$ cat src/rtl/mem_arbiter_if.sv
// Bus bundle between the CPU fetch/data ports, the arbiter and the shared memory.
// The slave modport is the arbiter; the master modport is everything around it.
interface mem_arbiter_if;
    logic        IReqF;
    logic [31:0] PCF;
    logic [31:0] InstrF;
    logic        IReadyF;
    logic        DReqM;
    logic        MemWriteM;
    logic [31:0] ALUOutM;
    logic [31:0] WriteDataM;
    logic [31:0] ReadDataM;
    logic        DReadyM;
    logic        MemStall;
    logic        MemReq;
    logic        MemWe;
    logic [31:0] MemAddr;
    logic [31:0] MemWData;
    logic [31:0] MemRData;
    logic        MemAck;
    logic        MemErr;

    modport slave (
        input  IReqF, PCF, DReqM, MemWriteM, ALUOutM, WriteDataM, MemRData, MemAck,
        output InstrF, IReadyF, ReadDataM, DReadyM, MemStall,
               MemReq, MemWe, MemAddr, MemWData, MemErr
    );

    modport master (
        output IReqF, PCF, DReqM, MemWriteM, ALUOutM, WriteDataM, MemRData, MemAck,
        input  InstrF, IReadyF, ReadDataM, DReadyM, MemStall,
               MemReq, MemWe, MemAddr, MemWData, MemErr
    );
endinterface

$ cat src/rtl/mem_arbiter.sv
// Arbitrates one single-ported memory between the fetch and data ports.
// Data wins ties; an access with no MemAck within TIMEOUT cycles is aborted.
module mem_arbiter #(
    parameter int unsigned TIMEOUT = 15
) (
    input logic          clk,
    input logic          reset,
    mem_arbiter_if.slave bus
);
    typedef enum logic [1:0] {IDLE, DATA, FETCH} state_t;

    localparam logic [3:0] LastWait = 4'(TIMEOUT - 1);

    state_t     state, stateNext;
    logic [3:0] waitCnt;
    logic       grantD, grantI, ackDone, timedOut;

    always_comb begin
        stateNext = state;
        grantD    = 1'b0;
        grantI    = 1'b0;
        ackDone   = 1'b0;
        timedOut  = 1'b0;
        unique case (state)
            IDLE: begin
                // A port whose ready pulse is high is already served this cycle.
                if (bus.DReqM && !bus.DReadyM) begin
                    grantD    = 1'b1;
                    stateNext = DATA;
                end else if (bus.IReqF && !bus.IReadyF) begin
                    grantI    = 1'b1;
                    stateNext = FETCH;
                end
            end
            DATA, FETCH: begin
                if (bus.MemAck) begin
                    ackDone   = 1'b1;
                    stateNext = IDLE;
                end else if (waitCnt == LastWait) begin
                    timedOut  = 1'b1;
                    stateNext = IDLE;
                end
            end
            default: stateNext = IDLE;
        endcase
    end

    always_ff @(posedge clk) begin
        if (reset) state <= IDLE;
        else       state <= stateNext;
    end

    assign bus.MemReq   = (state != IDLE);
    assign bus.MemStall = (bus.DReqM & ~bus.DReadyM) | (bus.IReqF & ~bus.IReadyF);

    always_ff @(posedge clk) begin
        if (reset) begin
            waitCnt       <= '0;
            bus.MemWe     <= 1'b0;
            bus.MemAddr   <= '0;
            bus.MemWData  <= '0;
            bus.InstrF    <= '0;
            bus.ReadDataM <= '0;
            bus.IReadyF   <= 1'b0;
            bus.DReadyM   <= 1'b0;
            bus.MemErr    <= 1'b0;
        end else begin
            bus.IReadyF <= 1'b0;
            bus.DReadyM <= 1'b0;

            if (grantD) begin
                waitCnt      <= '0;
                bus.MemAddr  <= bus.ALUOutM;
                bus.MemWe    <= bus.MemWriteM;
                bus.MemWData <= bus.WriteDataM;
            end else if (grantI) begin
                waitCnt      <= '0;
                bus.MemAddr  <= bus.PCF;
                bus.MemWe    <= 1'b0;
                bus.MemWData <= '0;
            end else if (state != IDLE && !bus.MemAck) begin
                waitCnt <= waitCnt + 4'd1;
            end

            // A requester that dropped its request before the ack gets no pulse.
            if (ackDone) begin
                if (state == DATA) begin
                    if (!bus.MemWe) bus.ReadDataM <= bus.MemRData;
                    bus.DReadyM <= bus.DReqM;
                end else begin
                    bus.InstrF  <= bus.MemRData;
                    bus.IReadyF <= bus.IReqF;
                end
            end

            if (timedOut) bus.MemErr <= 1'b1;
        end
    end
endmodule

$ cat src/flat_wrapper.sv
// flat-port wrapper written by rule: the top's interface ports become plain ports
module mem_arbiter_flat 
#(
    parameter int unsigned TIMEOUT = 15
)
  (clk, reset, bus_IReqF, bus_PCF, bus_DReqM, bus_MemWriteM, bus_ALUOutM, bus_WriteDataM, bus_MemRData, bus_MemAck, bus_InstrF, bus_IReadyF, bus_ReadDataM, bus_DReadyM, bus_MemStall, bus_MemReq, bus_MemWe, bus_MemAddr, bus_MemWData, bus_MemErr);
  mem_arbiter_if bus_i ();
  input logic clk;
  input logic reset;
  input wire logic [$bits(bus_i.IReqF)-1:0] bus_IReqF;
  input wire logic [$bits(bus_i.PCF)-1:0] bus_PCF;
  input wire logic [$bits(bus_i.DReqM)-1:0] bus_DReqM;
  input wire logic [$bits(bus_i.MemWriteM)-1:0] bus_MemWriteM;
  input wire logic [$bits(bus_i.ALUOutM)-1:0] bus_ALUOutM;
  input wire logic [$bits(bus_i.WriteDataM)-1:0] bus_WriteDataM;
  input wire logic [$bits(bus_i.MemRData)-1:0] bus_MemRData;
  input wire logic [$bits(bus_i.MemAck)-1:0] bus_MemAck;
  output wire logic [$bits(bus_i.InstrF)-1:0] bus_InstrF;
  output wire logic [$bits(bus_i.IReadyF)-1:0] bus_IReadyF;
  output wire logic [$bits(bus_i.ReadDataM)-1:0] bus_ReadDataM;
  output wire logic [$bits(bus_i.DReadyM)-1:0] bus_DReadyM;
  output wire logic [$bits(bus_i.MemStall)-1:0] bus_MemStall;
  output wire logic [$bits(bus_i.MemReq)-1:0] bus_MemReq;
  output wire logic [$bits(bus_i.MemWe)-1:0] bus_MemWe;
  output wire logic [$bits(bus_i.MemAddr)-1:0] bus_MemAddr;
  output wire logic [$bits(bus_i.MemWData)-1:0] bus_MemWData;
  output wire logic [$bits(bus_i.MemErr)-1:0] bus_MemErr;
  assign bus_i.IReqF = bus_IReqF;
  assign bus_i.PCF = bus_PCF;
  assign bus_i.DReqM = bus_DReqM;
  assign bus_i.MemWriteM = bus_MemWriteM;
  assign bus_i.ALUOutM = bus_ALUOutM;
  assign bus_i.WriteDataM = bus_WriteDataM;
  assign bus_i.MemRData = bus_MemRData;
  assign bus_i.MemAck = bus_MemAck;
  assign bus_InstrF = bus_i.InstrF;
  assign bus_IReadyF = bus_i.IReadyF;
  assign bus_ReadDataM = bus_i.ReadDataM;
  assign bus_DReadyM = bus_i.DReadyM;
  assign bus_MemStall = bus_i.MemStall;
  assign bus_MemReq = bus_i.MemReq;
  assign bus_MemWe = bus_i.MemWe;
  assign bus_MemAddr = bus_i.MemAddr;
  assign bus_MemWData = bus_i.MemWData;
  assign bus_MemErr = bus_i.MemErr;
  mem_arbiter #(.TIMEOUT(TIMEOUT)) u_core (.clk(clk), .reset(reset), .bus(bus_i));
endmodule
$ cat config.mk
export PLATFORM = sky130hd
export DESIGN_NAME = mem_arbiter_flat
export DESIGN_NICKNAME = d
export VERILOG_FILES = /design/src/rtl/mem_arbiter_if.sv /design/src/rtl/mem_arbiter.sv /design/src/flat_wrapper.sv
export SDC_FILE = /design/constraint.sdc
export NUM_CORES = 1
export LEC_CHECK = 0
export ABC_AREA = 1
export BUFFER_PORTS_ARGS = -buffer_cell sky130_fd_sc_hd__buf_2
export CELL_PAD_IN_SITES_DETAIL_PLACEMENT = 0
export CELL_PAD_IN_SITES_GLOBAL_PLACEMENT = 1
export CORE_ASPECT_RATIO = 0.8
export CORE_UTILIZATION = 31
export DETAILED_ROUTE_END_ITERATION = 8
export GPL_ROUTABILITY_DRIVEN = 0
export GPL_TIMING_DRIVEN = 0
export PLACE_DENSITY_LB_ADDON = 0.1
export SYNTH_ARGS = -nofsm -noshare
export SYNTH_HDL_FRONTEND = slang
export SYNTH_SLANG_ARGS = --single-unit
$ cat constraint.sdc
create_clock -name clk -period 1.6 [get_ports clk]
set_input_delay 0.16 -clock clk [delete_from_list [all_inputs] [get_ports clk]]
set_output_delay 0.16 -clock clk [all_outputs]
set_load 0.05 [all_outputs]
==> results of run 1 <==
[what timing repair did]
action,4_1_cts,5_1_grt
setup buffers,0,2
gates cloned,0,0
endpoints found under the setup margin,115,126
hold endpoints to repair,67,0
pin swaps,1,1
hold buffers,65,0
resized for setup,19,35
[cell usage after synthesis, types with 2 or more instances]
| cell | count | area share |
|---|---|---|
| nor2_2 | 2 | 0.0023 |
| inv_1 | 12 | 0.0084 |
| a21oi_1 | 70 | 0.065 |
| nand2_1 | 278 | 0.20 |
| buf_1 | 6 | 0.0042 |
| clkbuf_1 | 11 | 0.0077 |
| dfxtp_1 | 138 | 0.52 |
| o21ai_0 | 32 | 0.030 |
| buf_4 | 8 | 0.011 |
| inv_2 | 2 | 0.0014 |
| nand3_1 | 67 | 0.063 |
| ha_1 | 5 | 0.012 |
| buf_2 | 24 | 0.022 |
| nor2_1 | 75 | 0.053 |
[cell families (layout without fill, tap and decap cells)]
kind of cell | Yosys count | in the layout
simple gates | 426 | 426
flops | 138 | 138
fa+ha+maj | 5 | 5
compound gates | 103 | 103
xor+xnor | 1 | 1
buf+inv | 63 | 429
[through the flow]
step | utilization | cells | worst slack, ns | setup TNS, ns
3_5_place_dp | 0.4168 | 1223 | -0.2465 | -13.04
6_report | 0.5016 | 1322 | 0.07782 | 0
2_1_floorplan | - | 736 | 0.03106 | 0
3_3_place_gp | 0.4168 | 1223 | -0.2528 | -14.46
5_1_grt | 0.5016 | 1322 | -0.02326 | -0.2077
4_1_cts | 0.4959 | 1320 | -0.01689 | -0.05400
[per-layer routing]
layer	up-vias	track usage	wire length (µm)	part of all wire
li1	3062	-	-	-
met1	2627	0.2758	8678	0.46
met2	153	0.3306	8455	0.45
met3	19	0.06768	1264	0.068
met4	0	0.06952	288	0.015
met5	-	0	0	0
[path summary, 6_finish.rpt]
| path | from | end | slack [ns] | cells past startpoint |
|---|---|---|---|---|
| min reg2reg | u_core.bus.ReadDataM[11] | u_core.bus.ReadDataM[11] | 0.46 | 2 |
| max | u_core.state[1] | u_core.bus.ReadDataM[18] | 0.08 | 8 |
| max reg2reg | u_core.state[1] | u_core.bus.ReadDataM[18] | 0.08 | 8 |
| min | bus_ALUOutM[3] | u_core.bus.MemAddr[3] | 0.01 | 5 |
[state kept, by name, summed over array words and instances, names as in the netlist]
name / count
u_core.bus.DReadyM: 1
u_core.bus.IReadyF: 1
u_core.bus.InstrF: 32
u_core.bus.MemAddr: 32
u_core.bus.MemErr: 1
u_core.bus.MemWData: 32
u_core.bus.MemWe: 1
u_core.bus.ReadDataM: 32
u_core.state: 2
u_core.waitCnt: 4
[power by group through the flow]
| stage | sequential, mW | combinational [mW] | clock (mW) |
|---|---|---|---|
| after floorplan | 6.19 | 1.61 | 0 |
| after global placement | 4.32 | 4.84 | 0 |
| after detailed placement | 4.32 | 4.83 | 0 |
| after CTS | 4.26 | 5.05 | 4.20 |
| after global routing | 4.33 | 5.59 | 4.35 |
| final | 4.26 | 5.17 | 4.12 |
[tightest hold or removal path: cells and delay by family]
family,cells,cell delay (ns)
AND/OR/NAND/NOR,4,0.18
buffers and inverters,1,0.08
[cell type report]
cell class / instances / area, µm² / area share
flip-flops and latches: 138 / 2766 / 0.3300
multi-input cells: 535 / 2355 / 0.2809
repair buffers: 334 / 2002 / 0.2388
clock buffers: 22 / 474.2 / 0.05657
plain buffers: 49 / 315.3 / 0.03761
well taps: 220 / 275.3 / 0.03284
clock inverters: 10 / 140.1 / 0.01672
inverters: 14 / 55.05 / 0.006567
==> results by group, run 1 <==
Floorplanning
  – Core ar.: between 15000 and 20000 µm²
  – I/O pins: 268
  – Die width: 148.9 µm
  – Die area: about 18000 µm²
  – Chip height: 119.5 µm
  – Initial Utilization: 0.3201
  – Site Rows: 42

Setup path
  – Crit Path Max Fanout: 10
  – Critical Path AT: about 1.8 ns
  – CP Buf/Inv Count: 3
  – Crit path cell chain: inv_2, ha_2, inv_1, nor2_4, nand2_2, buf_4, nand2_1, a21oi_1
  – Family with the most delay on the worst path: buffers and inverters
  – Worst EP required: roughly 1.9 ns
  – CP max stage delay: about 0.30 ns
  – Worst setup path category: reg2reg
  – Critical Path Source Type: register
  – Slowest library cell on the worst path: dfxtp_1
  – Worst setup EP type: register

GRT
  – Global Route Usage Sum: 0.2118
  – Vias in the first global route: 5583
  – First-pass GRT wire length: a little under 30000 µm
  – Grt total ovfl: 0
  – Initial antenna violation count: 0
  – Largest net degree at the start of global routing: 17

Synthesis
  – Post-Synth XOR/XNOR Area: 0.001637
  – Synth Area in Compound Gates: 0.09684
  – Fraction of registers with async set/reset: 0
  – Synth cell types: 20
  – Largest family of logic cells by synthesized area: simple AND/OR/NAND/NOR gates
  – Number of synthesized register bits: 138
  – Proportion of synthesized area in mux cells: 0
  – Top FF cell, synth: dfxtp_1
  – Synth Instances: roughly 740
  – Number of flops mapped to enable cells by yosys: 0
  – Post-Synth Simple-Gate Area: 0.3179
  – Adder-Cell Fraction of Synth Area: 0.01170
  – Synthesized area per cell: ~7.3 µm²
  – Mapped cell area: 5349 µm²
  – Synthesis Warnings: 0
  – Register area share after synthesis: 0.5165
  – Syn Nets: approximately 880

Route
  – First-pass DRT Iterations: 6
  – Total number of vias: approximately 6k
  – Detailed Route Iter0 Violations: around 270
  – Avg Vias per Cell: 4.433
  – # DRC: 0
  – WL final: approximately 19000 µm
  – Antenna-violating nets left: 0
  – WL/cell: between 10 and 15 µm

Clock tree
  – CTS Buffer Depth: 2
  – CTS root buffer: clkbuf_16
  – TritonCTS Sinks: between 100 and 150
  – Worst-path clk slew: about 0.060 ns
  – CTS Buf Count: 17
  – H-tree levels: 4
  – CTS tree: built
  – Worst-Skew Late Latency: between 0.4 and 0.5 ns

Cells and area
  – Inserted Diodes: 0
  – Fill cells: ~1.7k
  – Nets@finish: between 1k and 1.5k
  – Area Overhead vs Synth: 56.73%
  – Most frequent cells in the layout: 275 x nand2_1, 275 x buf_2, 135 x dfxtp_1, 72 x nor2_1, 70 x a21oi_1
  – Final instance area: between 8000 and 9000 µm²
  – Fraction of layout cells with a size suffix above 1: 0.3240

Status
  – Run status: finished, final reports clean

STA
  – Rel. slew slack: 0.6178
  – Worst hold slack: around 0.015 ns
  – Final Slew Violations: 0
  – Least-Margin Pin Slew: around 0.57 ns
  – Tmin final: ~1.5 ns
  – RSZ-0062 raised after global routing: yes
  – Max Fclk: between 0.6 and 0.7 GHz
  – Endpoints failing hold: 0
  – Final Cycle Share: 0.9514
  – Final setup fails: 0
  – Setup Skew: 0.01112 ns

Pwr
  – Total power after layout: 13.55 mW
  – Combinational share of power: 0.381
  – Leakage: roughly 4.2 nW
  – Seq pwr share: 0.315
  – Clk network pwr share: 0.304
  – VDD IR-drop max: ~0.00076 V
  – Net load switching power: roughly 5.6 mW
  – Total internal power: between 7 and 8 mW
  – Net Sw Frac: 0.4124
  – Pwr per Cell Area: 1617 nW/µm²

Placed design
  – Port Buf Inserts: 267
  – Dpl cell area: approximately 7000 µm²
  – Hpwl dp: between 10000 and 15000 µm

Flow run
  – Max-Cap Viols: 0

Worst hold path
  – Worst Hold Class: in2reg
No activity file was read; power rests on OpenSTA's default activity.
==> run 2: changes to the inputs <==
SETUP_SLACK_MARGIN = 0.2   (was not set)
==> run 2 against run 1 <==
Hold slack lost 0.013 ns. Register-to-register slack is essentially flat. Combinational power grew 40%. Critical endpoint is now u_core.bus.ReadDataM[28]. Non-clock buffer count grew 33. Largest power group unchanged. Highest routed layer unchanged. Design area grew 22%. Global-route usage grew 0.55 points. Core utilization grew 11 points. Routed wire length grew 11%. Cell count grew 2.4%. Via count grew 5.2%. Clock skew is essentially flat.
==> results by group, run 2 (synthesized netlist as in run 1, its figures left out) <==
GRT
  – Vias in the first global route: ~5.8k
  – Grt total ovfl: 0
  – Initial antenna violation count: 1
  – Global Route Usage Sum: 0.2173
  – M3 GR Usage: 0.06616
  – GR Layer Usage met1: 0.2784
  – Met2 usage: 0.3531
  – Largest net degree at the start of global routing: 17
  – First-pass GRT wire length: around 30000 µm
  – Gr busiest metal: met2

Setup path
  – Worst setup EP type: register
  – R2r worst-path depth: 9
  – FF-to-FF setup slack: around 0.084 ns
  – Critical Path AT: roughly 1.9 ns
  – Worst setup path category: reg2reg
  – Worst r2r src: u_core.state[0]
  – Crit Path Max Fanout: 5
  – R2r endpoint: u_core.bus.ReadDataM[28]
  – Worst EP required: approximately 1.9 ns
  – Critical Path Source Type: register

Route
  – WL final: between 20000 and 25000 µm
  – Detailed Route Iter0 Violations: 201
  – Antenna-violating nets left: 0
  – WL/cell: approximately 15 µm
  – Total number of vias: approximately 6k
  – First-pass DRT Iterations: 4
  – # DRC: 0
  – Avg Vias per Cell: approximately 4.6

Floorplanning
  – Initial Utilization: 0.3201
  – Site Rows: 42
  – Chip height: about 120 µm
  – I/O pins: between 200 and 300
  – Die area: 17790 µm²
  – Die width: ~150 µm
  – Core ar.: between 15000 and 20000 µm²

Clock tree
  – Worst-path clk slew: 0.06 ns
  – Worst-Skew Late Latency: 0.42 ns
  – H-tree levels: 4
  – CTS root buffer: clkbuf_16
  – CTS Buf Count: 17
  – TritonCTS Sinks: between 100 and 150
  – CTS tree: built
  – CTS Buffer Depth: 2

Placed design
  – DP Worst Slack: -0.1112 ns
  – Dpl cell area: about 7000 µm²
  – Hpwl dp: approximately 13000 µm
  – Port Buf Inserts: roughly 270

Worst hold path
  – HP Start: bus_MemRData[8]
  – WHS Path Cells: 3
  – WHS Endpoint: u_core.bus.InstrF[8]
  – Worst Hold Class: in2reg

STA
  – RSZ-0062 raised after global routing: yes
  – Least-Margin Pin Slew: 0.8306 ns
  – Rel. slew slack: 0.4462
  – Tmin final: ~1.5 ns
  – Final worst-path setup slack: between 0.08 and 0.09 ns
  – Endpoints failing hold: 0
  – Worst hold slack: roughly 0.0013 ns
  – Max Fclk: approximately 0.66 GHz
  – Setup Skew: approximately 0.011 ns
  – Final setup fails: 0
  – Final Cycle Share: 0.9478
  – Final Slew Violations: 0

Cells and area
  – Most frequent cells in the layout: 269 x buf_2, 186 x nand2_1, 134 x dfxtp_1, 59 x dlygate4sd3_1
  – Fraction of layout cells with a size suffix above 1: 0.5176
  – Commonest non-fill, non-tap cell in the layout: buf_2
  – Final Util: 0.6097
  – Nets@finish: 1261
  – Final instance area: around 10000 µm²
  – Inserted Diodes: 0
  – Area Overhead vs Synth: 90.48%

Pwr
  – VDD IR-drop max: just under 0.0009 V
  – Leakage: 4.941 nW
  – Pwr per Cell Area: about 1500 nW/µm²

Flow run
  – Max-Cap Viols: 0

Status
  – Run status: finished, final reports clean
run 2: cell types whose count changed in the layout (fill, tap and decap cells not counted), sizes merged:
cell         before  now
clkbuf           38   39
dlygate4sd3      65   59
buf             302  336
inv              15   18
clkinvlp          3    2
bufinv            3    4
run 2: power by group:
group          switching, mW  total, mW  internal, mW
combinational           4.61       7.25          2.63
sequential             0.285       4.29          4.00
clock                   1.58       4.24          2.66
run 2: what timing repair did:
action                                  CTS  global route
endpoints found under the hold margin    60             0
pin swaps                                24            83
gates cloned                              7            12
endpoints found under the setup margin  135           136
setup buffers                            15             7
resized for setup                       120           278
hold buffers                             59             0
run 2: through the flow:
stage          setup TNS [ns]  cells  power, mW
5_1_grt                     0   1354      16.53
3_5_place_dp           -4.842   1223      9.163
3_3_place_gp           -5.210   1223      9.181
2_1_floorplan               0    736      7.817
4_1_cts                     0   1335      14.49
6_report                    0   1354      15.78
run 2: layer usage:
layer | vias up | routed length [µm]
met4 | 0 | 230
li1 | 3131 | -
met1 | 2837 | 9422
met5 | - | 0
met2 | 178 | 9726
met3 | 19 | 1448
run 2: worst max-delay path, cell delays in order (launching register included):
cell and delay [ns]:
dfxtp_4 0.37, inv_4 0.05, ha_4 0.28, nand2_4 0.06, buf_6 0.13, inv_8 0.07, buf_12 0.13, buf_8 0.13
nand3_2 0.09, a21oi_2 0.15
run 2: final cells by class:
cell class / count / area [µm²]
inverter: 14 / 80.08
clock buffer: 18 / 439.2
fill: 1503 / 6523
buffer: 49 / 506.7
timing repair buffer: 367 / 2619
clock inverter: 13 / 190.2
tap: 220 / 275.3
multi-input combinational: 535 / 3303
sequential: 138 / 2775
run 2: worst max-delay path by stage:
stage	depth (start not counted)	startpoint	slack [ns]	endpoint
final	9	u_core.state[0]	0.08	u_core.bus.ReadDataM[28]
after CTS	9	u_core.state[0]	0.13	u_core.bus.ReadDataM[22]
after detailed placement	8	u_core.state[1]	-0.11	u_core.bus.MemWData[0]
after global placement	8	u_core.state[1]	-0.12	u_core.bus.MemWData[0]
after floorplan	8	u_core.state[0]	0.20	u_core.bus.InstrF[0]
after global routing	9	u_core.state[0]	0.03	u_core.bus.ReadDataM[23]
==> run 3: changes to the inputs <==
ABC_AREA = not set   (was 1)
CORE_UTILIZATION = 32   (was 31)
==> run 3 against run 2 <==
Cell count fell by 8.8%. Sequential cell count is the same. Largest cell class is now non-clock buffers. Sequential share of layout area increased by 2.4 points. Critical path type unchanged.
==> results by group, run 3 <==
Pwr
  – Combinational share of power: 0.297
  – Clk network pwr share: 0.366
  – Total internal power: 7.655 mW
  – Seq pwr share: 0.337
  – VDD IR-drop max: between 0.0007 and 0.0008 V
  – Pwr per Cell Area: 1232 nW/µm²
  – Net load switching power: 3.871 mW
  – Net Sw Frac: 0.3358
  – Total power after layout: between 10 and 15 mW
  – Leakage: 4.272 nW

STA
  – RSZ-0062 raised after global routing: yes
  – Endpoints failing hold: 0
  – Rel. slew slack: 0.5361
  – Max Fclk: a little under 0.7 GHz
  – Tmin final: 1.481 ns
  – Final Cycle Share: 0.9254
  – Least-Margin Pin Slew: approximately 0.70 ns
  – Final setup fails: 0
  – Final Slew Violations: 0
  – Setup Skew: approximately 0.014 ns
  – Final worst-path setup slack: approximately 0.12 ns

Synthesis
  – Number of flops mapped to enable cells by yosys: 0
  – Register area share after synthesis: 0.5083
  – Adder-Cell Fraction of Synth Area: 0.01151
  – Proportion of synthesized area in mux cells: 0.06100
  – Mapped cell area: approximately 5400 µm²
  – Post-Synth XOR/XNOR Area: 0.003223
  – Top FF cell, synth: dfxtp_1
  – Synthesis Warnings: 0
  – Syn Nets: 760
  – Synth cell count leaders: 161 x nand2_1, 138 x dfxtp_1, 70 x inv_1
  – Cell with the most instances after synthesis: nand2_1
  – Fraction of registers with async set/reset: 0
  – Synthesized area per cell: approximately 8.8 µm²
  – Synth top area share: 0.5083
  – Synth Area in Compound Gates: 0.1798
  – Post-Synth Simple-Gate Area: 0.1430
  – Synth cell types: 41
  – Largest family of logic cells by synthesized area: compound AO/OA/AOI/OAI gates
  – Number of synthesized register bits: between 100 and 150
  – Most area-consuming cells after synthesis: dfxtp_1 51%, nand2_1 11%, a21oi_1 5.9%, mux2i_1 5.9%, o32ai_1 5.3%
  – Synth Instances: 621
  – Synth area leader: dfxtp_1

Floorplanning
  – Die width: around 150 µm
  – Site Rows: 42
  – Core ar.: approximately 17000 µm²
  – Die area: roughly 18000 µm²
  – Chip height: ~120 µm
  – Initial Utilization: 0.3283
  – I/O pins: between 200 and 300

Route
  – Total number of vias: ~5.7k
  – WL final: 18210 µm
  – WL/cell: 14.74 µm
  – Detailed Route Iter0 Violations: 159
  – # DRC: 0
  – First-pass DRT Iterations: 4
  – Avg Vias per Cell: ~4.6
  – Antenna-violating nets left: 0

Clock tree
  – CTS Buf Count: 17
  – CTS tree: built
  – CTS Buffer Depth: 2
  – Worst-Skew Late Latency: ~0.42 ns
  – H-tree levels: 4
  – CTS root buffer: clkbuf_16
  – TritonCTS Sinks: about 140
  – Worst-path clk slew: around 0.060 ns

Setup path
  – Worst setup path category: reg2reg
  – Critical Path Source Type: register
  – Critical Path AT: ~1.8 ns
  – Worst EP required: approximately 1.9 ns
  – Worst setup EP type: register
  – Crit Path Max Fanout: 6

Placed design
  – Port Buf Inserts: 267
  – DP Worst Slack: -0.1301 ns
  – Hpwl dp: 12490 µm

Flow run
  – Max-Cap Viols: 0

Cells and area
  – Most frequent cells in the layout: 273 x buf_2, 137 x nand2_1, 133 x dfxtp_1, 73 x dlygate4sd3_1, 67 x inv_1
  – Area Overhead vs Synth: 72.17%
  – Fraction of layout cells with a size suffix above 1: 0.4438
  – Commonest non-fill, non-tap cell in the layout: buf_2
  – Nets@finish: 1140

GRT
  – Initial antenna violation count: 1
  – Vias in the first global route: ~5.7k
  – First-pass GRT wire length: between 20000 and 30000 µm
  – Largest net degree at the start of global routing: 17
  – Global Route Usage Sum: 0.2023
  – Grt total ovfl: 0

Status
  – Run status: finished, final reports clean

Worst hold path
  – Worst Hold Class: in2reg
-- run 3: kinds of logic after synthesis --
kind of cell	count (synthesis)
mux	33
buf+inv	119
flops	138
xor+xnor	2
compound gates	139
simple gates	185
fa+ha+maj	5
-- run 3: area by class of cell --
class,count,area (µm²)
plain buffers,49,498.0
inverters,70,270.3
multi-input cells,364,2572
clock buffers,19,442.9
diodes,1,2.502
fillers,1475,7196
clock inverters,13,190.2
repair buffers,361,2335
flip-flops and latches,138,2771
well taps,220,275.3
-- run 3: path summary, 6_finish.rpt --
| kind | depth (start not counted) | to | start | slack [ns] |
|---|---|---|---|---|
| setup / recovery | 7 | u_core.bus.MemAddr[4] | u_core.state[0] | 0.12 |
| hold reg to reg | 2 | u_core.bus.ReadDataM[14] | u_core.bus.ReadDataM[14] | 0.45 |
| setup reg to reg | 7 | u_core.bus.MemAddr[4] | u_core.state[0] | 0.12 |
| hold / removal | 3 | u_core.bus.MemAddr[18] | bus_ALUOutM[18] | 0.02 |
-- run 3: critical path, cell delays in order (launching register included) --
cell,delay [ns]
dfxtp_2,0.35
inv_4,0.05
ha_4,0.17
nand3b_1,0.11
buf_6,0.18
buf_12,0.15
mux2i_2,0.23
o32ai_1,0.09
-- run 3: stage by stage --
stage | hold WS, ns | TNS [ns] | std cells | util | instance area, µm²
floorplan | 0.2685 | 0 | 621 | - | 5468
global placement | 0.3542 | -4.628 | 1108 | 0.4277 | 7079
detailed placement | 0.3616 | -8.931 | 1108 | 0.4277 | 7079
CTS | 0.0002978 | 0 | 1228 | 0.5368 | 8886
global route | 0.006633 | 0 | 1234 | 0.5652 | 9355
finish | 0.01748 | 0 | 1235 | 0.5653 | 9358
-- run 3: what timing repair did --
| item | 4_1_cts | 5_1_grt |
|---|---|---|
| pin swaps | 6 | 47 |
| hold buffers | 73 | 0 |
| endpoints found under the hold margin | 98 | 0 |
| cloned | 3 | 3 |
| endpoints found under the setup margin | 137 | 132 |
| gates resized for setup | 83 | 96 |
| buffers inserted | 12 | 3 |
-- run 3: layer usage --
layer / wire, µm / GRT usage
met4: 280 / 0.07088
met2: 8825 / 0.3491
met1: 7904 / 0.2356
met5: 0 / 0
met3: 1197 / 0.06216
-- run 3: power by group through the flow --
stage	registers [mW]	logic, mW	clock network, mW
after floorplan	4.94	0.975	0
after global placement	3.94	2.69	0
after detailed placement	3.95	2.72	0
after CTS	3.88	3.16	4.31
after global routing	3.92	3.63	4.46
final	3.89	3.42	4.22
